<file path="src/rtl/str_reader_8b.sv">
// Byte string buffer with valid/ready readout, optional trailing checksum byte.
// Define STR_READER_CHECKSUM_EN to append a mod-256 sum byte after the data.
module str_reader_8b #(
  parameter int DEPTH = 8
) (
  input  logic       clk,
  input  logic       reset,
  input  logic       wr_en,
  input  logic [7:0] wr_data,
  input  logic       start,
  input  logic       out_ready,
  output logic       out_valid,
  output logic [7:0] out_data,
  output logic       out_last,
  output logic       busy,
  output logic       done,
  output logic [3:0] count
);

  localparam int AW = (DEPTH > 1) ? $clog2(DEPTH) : 1;
  localparam logic [3:0] DMAX = 4'(DEPTH);

`ifdef STR_READER_CHECKSUM_EN
  typedef enum logic [1:0] {IDLE, SEND, DONE, SUM} state_t;
  localparam bit CK = 1'b1;
  logic [7:0] sum;
`else
  typedef enum logic [1:0] {IDLE, SEND, DONE} state_t;
  localparam bit CK = 1'b0;
`endif

  state_t     state;
  logic [7:0] mem [DEPTH];
  logic [3:0] idx;
  logic [3:0] idx_nxt;
  logic [3:0] ncnt;
  logic       wr_ok;
  logic       is_last;

  always_comb begin
    wr_ok   = (state == IDLE) && wr_en && (count < DMAX);
    ncnt    = count + {3'b000, wr_ok};
    idx_nxt = idx + 4'd1;
    is_last = (idx == count - 4'd1);
  end

  assign busy = (state != IDLE);

  always_ff @(posedge clk) begin
    if (reset) begin
      state     <= IDLE;
      count     <= '0;
      idx       <= '0;
      out_valid <= 1'b0;
      out_data  <= '0;
      out_last  <= 1'b0;
      done      <= 1'b0;
`ifdef STR_READER_CHECKSUM_EN
      sum       <= '0;
`endif
      for (int i = 0; i < DEPTH; i++)
        mem[i] <= '0;
    end else begin
      case (state)
        IDLE: begin
          done <= 1'b0;
          if (wr_ok) begin
            mem[count[AW-1:0]] <= wr_data;
            count <= ncnt;
          end
          // a same-cycle write lands before readout begins
          if (start && ncnt != 4'd0) begin
            state     <= SEND;
            idx       <= '0;
            out_valid <= 1'b1;
            out_data  <= (count == 4'd0) ? wr_data : mem[0];
            out_last  <= !CK && (ncnt == 4'd1);
`ifdef STR_READER_CHECKSUM_EN
            sum       <= '0;
`endif
          end
        end
        SEND: begin
          if (out_ready) begin
            if (is_last) begin
`ifdef STR_READER_CHECKSUM_EN
              state    <= SUM;
              out_data <= sum + out_data;
              out_last <= 1'b1;
`else
              state     <= DONE;
              out_valid <= 1'b0;
              out_last  <= 1'b0;
              done      <= 1'b1;
              count     <= '0;
`endif
            end else begin
              idx      <= idx_nxt;
              out_data <= mem[idx_nxt[AW-1:0]];
              out_last <= !CK && (idx_nxt == count - 4'd1);
`ifdef STR_READER_CHECKSUM_EN
              sum      <= sum + out_data;
`endif
            end
          end
        end
`ifdef STR_READER_CHECKSUM_EN
        SUM: begin
          if (out_ready) begin
            state     <= DONE;
            out_valid <= 1'b0;
            out_last  <= 1'b0;
            done      <= 1'b1;
            count     <= '0;
          end
        end
`endif
        DONE: begin
          done  <= 1'b0;
          state <= IDLE;
        end
        default: state <= IDLE;
      endcase
    end
  end

endmodule

</file>
<file path="config.mk">
export PLATFORM = sky130hd
export DESIGN_NAME = str_reader_8b
export DESIGN_NICKNAME = d
export VERILOG_FILES = /design/src/rtl/str_reader_8b.sv
export SDC_FILE = /design/constraint.sdc
export NUM_CORES = 1
export LEC_CHECK = 0
export CORE_UTILIZATION = 40
export CTS_CLUSTER_DIAMETER = 120
export DETAILED_ROUTE_END_ITERATION = 10
export PLACE_DENSITY = 0.58
export SKIP_CTS_REPAIR_TIMING = 1
export SLEW_MARGIN = 0
export SYNTH_ARGS = -nofsm -noshare
export SYNTH_HDL_FRONTEND = slang
export SYNTH_SLANG_ARGS = --single-unit
</file>
<file path="constraint.sdc">
create_clock -name clk -period 4.8 [get_ports clk]
set_input_delay 0.48 -clock clk [delete_from_list [all_inputs] [get_ports clk]]
set_output_delay 0.48 -clock clk [all_outputs]
set_load 0.05 [all_outputs]
</file>
==> reports/results.txt, run 1 <==
Mapped Cells = 382
Syn-to-layout area delta = 12.8%
Met2 Track Usage GR = 0.296
Ys async rst share = 0
Largest stage delay, worst path = 0.66 ns
Num CTS Buffers = 9
M1 GR Usage = 0.275
Post-synth cell types = 44
Ant. Diodes = 0
Initial antenna violation count = 0
Most frequent cell after synthesis = and2_1
Met3 usage = 0.0294
Top cells by count, synth = 66 x and2_1, 64 x edfxtp_1, 26 x nor2_1
Syn avg cell area = 11.4 sq um
Critical Path Start = idx[0]
Crit Path Class = reg -> reg
Crit path to = out_data[2]
Share of cells above drive strength 1 = 0.102
Grt peak-use layer = met2
Synth Warn # = 0
Worst skew pair latency = 0.35 ns
Global-route wire length before repair = 16200 um
Worst endpoint data arrival time = 3.29 ns
Sequential fraction of the synthesis area = 0.536
Post-synth EDFFs = 64
Port bufs = 28
H-tree depth = 3
Drt wl/cell = 18.8 um
Top FF cell, synth = edfxtp_1
Row Count = 37
Post-DP HPWL = 6820 um
# IOs = 29
Antenna-violating nets left = 0
Final Skew = 0.00530 ns
Total GRT Usage = 0.194
R2R setup slack = 1.73 ns
Top cell type's share of synthesized area = 0.439
Max cap viols = 0
Die footprint = 11400 sq um
Reg2reg path depth = 8
Normalized max-slew margin = 0.421
DRT Wirelength = 10300 um
DR pass1 iterations = 4
Largest net degree at the start of global routing = 49
CTS clock-pin slew for the worst setup and hold paths = 0.08 ns
Initial core utilization = 0.418
Vias in the first global route = 2915
Post-Syn Nets = 399
Worst Hold Class = reg -> reg
Mapped Area = 4370 sq um
WP data required = 5.03 ns
Crit end category = register
FF-to-FF End = out_data[2]
Slowest-stage cell, CP = a2111oi_0
CTS max path bufs = 2
Die width = 107 um
Worst hold slack = 0.522 ns
Leak = 0.00177 uW
Setup TNS = 0 ns
Drt drc = 0
Congestion Overflow GR = 0
Fmax = 0.326 GHz
Hold path start = out_valid
Fin nets = 423
Worst vdd ir = 0.000123 V
RSZ-0062 raised after global routing = false
CTS root buffer = clkbuf_8
GP Congestion = 0.809
Post-synth top area cell = edfxtp_1
Crit share post-route = 0.639
Dpl ws = 1.56 ns
CP cell instances = buf_4 -> ha_1 -> xnor2_1 -> buf_4 -> a2111oi_0 -> a31oi_1 -> a31oi_1 -> a221oi_2
Outcome = finished clean
CTS tree = built
Sink Count = 85
PD cells = 334 nW/um^2
Synth area leaders = edfxtp_1 44%, dfxtp_1 9.6%, and2_1 9.4%
Crit-path max FO = 37
CP startpoint kind = register
# setup viols final = 0
Slew Limit Fails = 0
CORE AREA = 10500 sq um
Final hold vios = 0
Tightest Pin Transition = 0.862 ns
Die height = 107 um
Seq cells post-synth = 85
Initial DRC count = 216
RR Startpoint = idx[0]
Vias = 3009
Setup ws final = 1.73 ns
Minimum clock period = 3.07 ns
Via-to-Cell Ratio = 5.50
==> metal layers <==
layer,vias up,share of wire
met2,72,0.47
met1,1468,0.47
li1,1460,-
met3,9,0.056
met5,-,0
met4,0,0.013
==> metrics by stage <==
| stage | power [uW] | cell area [sq um] | instances | util |
|---|---|---|---|---|
| 4_1_cts | 1660 | 4930 | 547 | 0.471 |
| 5_1_grt | 1720 | 4930 | 547 | 0.471 |
| 3_5_place_dp | 1210 | 4770 | 531 | 0.456 |
| 3_3_place_gp | 1210 | 4770 | 531 | 0.456 |
| 2_1_floorplan | 1110 | 4370 | 382 | - |
| 6_report | 1650 | 4930 | 547 | 0.471 |
==> worst min path at each step <==
stage,endpoint,slack [ns],depth (start not counted)
after floorplan,done,0.48,2
after global placement,done,0.50,2
after detailed placement,done,0.51,2
after CTS,done,0.52,2
after global routing,out_data[3],0.57,2
final,out_valid,0.52,2
==> layout by cell type (no fill, tap or decap), types with 7 or more instances in the layout <==
cell / instances
dfxtp_1: 21
a2111oi_0: 16
or2_2: 8
a21oi_1: 11
inv_1: 7
nor2_1: 26
edfxtp_1: 64
and2_1: 66
nand2_1: 10
mux2i_1: 24
nor2b_1: 18
buf_4: 7
clkdlybuf4s50_1: 28
a221oi_2: 8
clkbuf_8: 10
a31oi_1: 25
==> flip-flops by register name, indices dropped and copies added (netlist names) <==
| register | cells |
|---|---|
| state | 2 |
| count | 4 |
| done | 1 |
| out_data | 8 |
| out_valid | 1 |
| mem | 64 |
| idx | 4 |
| out_last | 1 |
==> logic make-up (layout without fill, tap and decap cells) <==
group,after synthesis,count (layout),synth area share
buf+inv,29,58,0.0306
mux,24,24,0.0549
compound gates,75,75,0.139
simple gates,153,153,0.201
fa+ha+maj,4,4,0.0114
xor+xnor,12,12,0.0272
flops,85,85,0.536
==> area by class of cell <==
class                           instances  area, sq um
Inverter                                7         26.3
Clock inverter                          2         10.0
Timing Repair Buffer                   35          333
Multi-Input combinational cell        268         1900
Fill cell                            1015         5530
Sequential cell                        85         2340
Tap cell                              136          170
Clock buffer                           14          153
==> worst max-delay path: cells and delay by family (launching register included) <==
family                     cells  cell delay (ns)
DFF                            1             0.31
AOI/OAI and AO/OA              4             1.32
adders and majority gates      1             0.37
buffers and inverters          2             0.63
xor gates and xnor gates       1             0.30
==> power by group <==
| group | internal (uW) | switching, uW |
|---|---|---|
| logic | 120 | 225 |
| clock network | 202 | 251 |
| registers | 832 | 19.9 |
| total | 1150 | 496 |
No activity file was read; power rests on OpenSTA's default activity.
==> run 2, diff against run 1 <==
--- a/config.mk
+++ b/config.mk
@@ -8,7 +8,7 @@
 export CORE_UTILIZATION = 40
 export CTS_CLUSTER_DIAMETER = 120
 export DETAILED_ROUTE_END_ITERATION = 10
-export PLACE_DENSITY = 0.58
+export PLACE_DENSITY = 0.6
 export SKIP_CTS_REPAIR_TIMING = 1
 export SLEW_MARGIN = 0
 export SYNTH_ARGS = -nofsm -noshare
==> constraint.sdc (replaced) <==
create_clock -name clk -period 2.55 [get_ports clk]
set_input_delay 0.255 -clock clk [delete_from_list [all_inputs] [get_ports clk]]
set_output_delay 0.255 -clock clk [all_outputs]
set_load 0.05 [all_outputs]
==> run 2 against run 1 <==
- total power rose by 97%
- core utilization rose by 2.4 points
- final cell count grew 4.8%
- sequential cell count stayed put
- largest power group unchanged
- routed wire length grew 0.29%
- sequential share of layout area is 2.3 points lower
- hold slack better by 0.011 ns
- clock power increased by 110%
- fmax is 26% higher
==> reports/results.txt, run 2 (synthesis results as in run 1) <==
Congestion Overflow GR = 0 (unchanged)
Leak = 0.00192 uW (was 0.00177 uW)
Final Skew = 0.0148 ns (was 0.00530 ns)
# IOs = 29 (unchanged)
Syn-to-layout area delta = 18.6% (was 12.8%)
CTS max path bufs = 2 (unchanged)
Crit Path Class = reg -> reg (unchanged)
Critical Path Start = idx[1] (was idx[0])
Initial antenna violation count = 0 (unchanged)
Worst endpoint data arrival time = 2.67 ns (was 3.29 ns)
Num CTS Buffers = 9 (unchanged)
DRT Wirelength = 10300 um (about the same)
Largest stage delay, worst path = 0.66 ns (about the same)
Worst vdd ir = 0.000256 V (was 0.000123 V)
RR Startpoint = idx[1] (was idx[0])
Minimum clock period = 2.43 ns (was 3.07 ns)
Top flop regs = mem: 64 flops, out_data: 8 flops (unchanged)
Final Cell Area = 5190 sq um (was 4930 sq um)
Worst hold slack = 0.533 ns (was 0.522 ns)
Die width = 107 um (unchanged)
Fmax = 0.411 GHz (was 0.326 GHz)
Slowest-stage cell, CP = a2111oi_0 (unchanged)
CP startpoint kind = register (unchanged)
CTS root buffer = clkbuf_8 (unchanged)
# setup viols final = 0 (unchanged)
Vias = 3105 (was 3009)
Normalized max-slew margin = 0.470 (was 0.421)
Max cap viols = 0 (unchanged)
WP data required = 2.79 ns (was 5.03 ns)
Slew Limit Fails = 0 (unchanged)
Max reg flops = 64 (unchanged)
Row Count = 37 (unchanged)
FILL cells = 989 (was 1015)
Worst skew pair latency = 0.37 ns (was 0.35 ns)
Most frequent CP cell = a31oi_1
Worst Hold Class = reg -> reg (unchanged)
Global-route wire length before repair = 16300 um (was 16200 um)
CORE AREA = 10500 sq um (unchanged)
Drt wl/cell = 18.0 um (was 18.8 um)
Antenna-violating nets left = 0 (unchanged)
Total GRT Usage = 0.194 (about the same)
Crit share post-route = 0.954 (was 0.639)
CTS tree = built (unchanged)
Tightest Pin Transition = 0.789 ns (was 0.862 ns)
Final hold vios = 0 (unchanged)
Hold path start = count[3] (was out_valid)
Die height = 107 um (unchanged)
WHS Path Cells = 2 (unchanged)
Vias in the first global route = 2938 (was 2915)
Sink Count = 85 (unchanged)
Most common cell after layout, fill and taps aside = and2_1 (unchanged)
Placed Area = 4990 sq um (was 4770 sq um)
Placed Cells = 557 (was 531)
Dpl ws = -0.0570 ns (was 1.56 ns)
Reg2reg path depth = 6 (was 8)
CP cell instances = ha_1 -> xnor2_1 -> a2111oi_0 -> a31oi_1 -> a31oi_1 -> a221oi_2 (was buf_4 -> ha_1 -> xnor2_1 -> buf_4 -> a2111oi_0 -> a31oi_1 -> a31oi_1 -> a221oi_2)
Final Non-Filler Cells = 573 (was 547)
Post-DP HPWL = 7060 um (was 6820 um)
Biggest register = mem (unchanged)
Die footprint = 11400 sq um (unchanged)
Setup ws final = 0.117 ns (was 1.73 ns)
Crit-path max FO = 9 (was 37)
Crit end category = register (unchanged)
Fin nets = 449 (was 423)
RSZ-0062 raised after global routing = false (unchanged)
CTS clock-pin slew for the worst setup and hold paths = 0.10 ns (was 0.08 ns)
Ant. Diodes = 0 (unchanged)
Drt drc = 0 (unchanged)
Share of cells above drive strength 1 = 0.174 (was 0.102)
Port bufs = 28 (unchanged)
Most frequent cells in the layout = 66 x and2_1, 64 x edfxtp_1, 32 x buf_4 (was 66 x and2_1, 64 x edfxtp_1, 28 x clkdlybuf4s50_1)
H-tree depth = 3 (unchanged)
Initial DRC count = 201 (was 216)
Outcome = finished clean (unchanged)
GP Congestion = 0.854 (was 0.809)
Largest net degree at the start of global routing = 37 (was 49)
R2R setup slack = 0.12 ns (was 1.73 ns)
Via-to-Cell Ratio = 5.42 (was 5.50)
DR pass1 iterations = 4 (unchanged)
PD cells = 626 nW/um^2 (was 334 nW/um^2)
Initial core utilization = 0.418 (unchanged)
Tot Pwr = 3250 uW (was 1650 uW)
[run 2: layout make-up]
class	count	area, sq um	share of cell area
Sequential cell	85	2350	0.452
Multi-Input combinational cell	268	1910	0.369
Timing Repair Buffer	61	541	0.104
Tap cell	136	170	0.0328
Clock buffer	9	124	0.0239
Clock inverter	7	65.1	0.0125
Inverter	7	26.3	0.00507
[run 2: stage by stage]
step | setup TNS [ns] | utilization
3_3_place_gp | -0.0457 | 0.477
4_1_cts | 0 | 0.495
3_5_place_dp | -0.333 | 0.477
2_1_floorplan | 0 | -
6_report | 0 | 0.496
5_1_grt | 0 | 0.496
[run 2: worst paths after layout]
path / endpoint
worst min-delay path: count[3]
worst min register to register: count[3]
worst max register to register: out_data[7]
worst max-delay path: out_data[7]
[run 2: metal layers]
layer	global-route usage	vias up	wire length (um)	share of wire
li1	-	1516	-	-
met1	0.282	1505	4730	0.46
met2	0.292	74	4840	0.47
met3	0.0313	10	571	0.055
met4	0.0675	0	160	0.016
met5	0	-	0	0
[run 2: worst max-delay path, delay by kind of cell (launching register included)]
family          cells  cell delay [ns]
compound gates      4             1.29
xor+xnor            1             0.28
fa+ha+maj           1             0.32
flops               1             0.42
[run 2: report_power, final]
part	switching, uW	internal [uW]
clock	563	382
combinational	439	267
sequential	33.2	1560
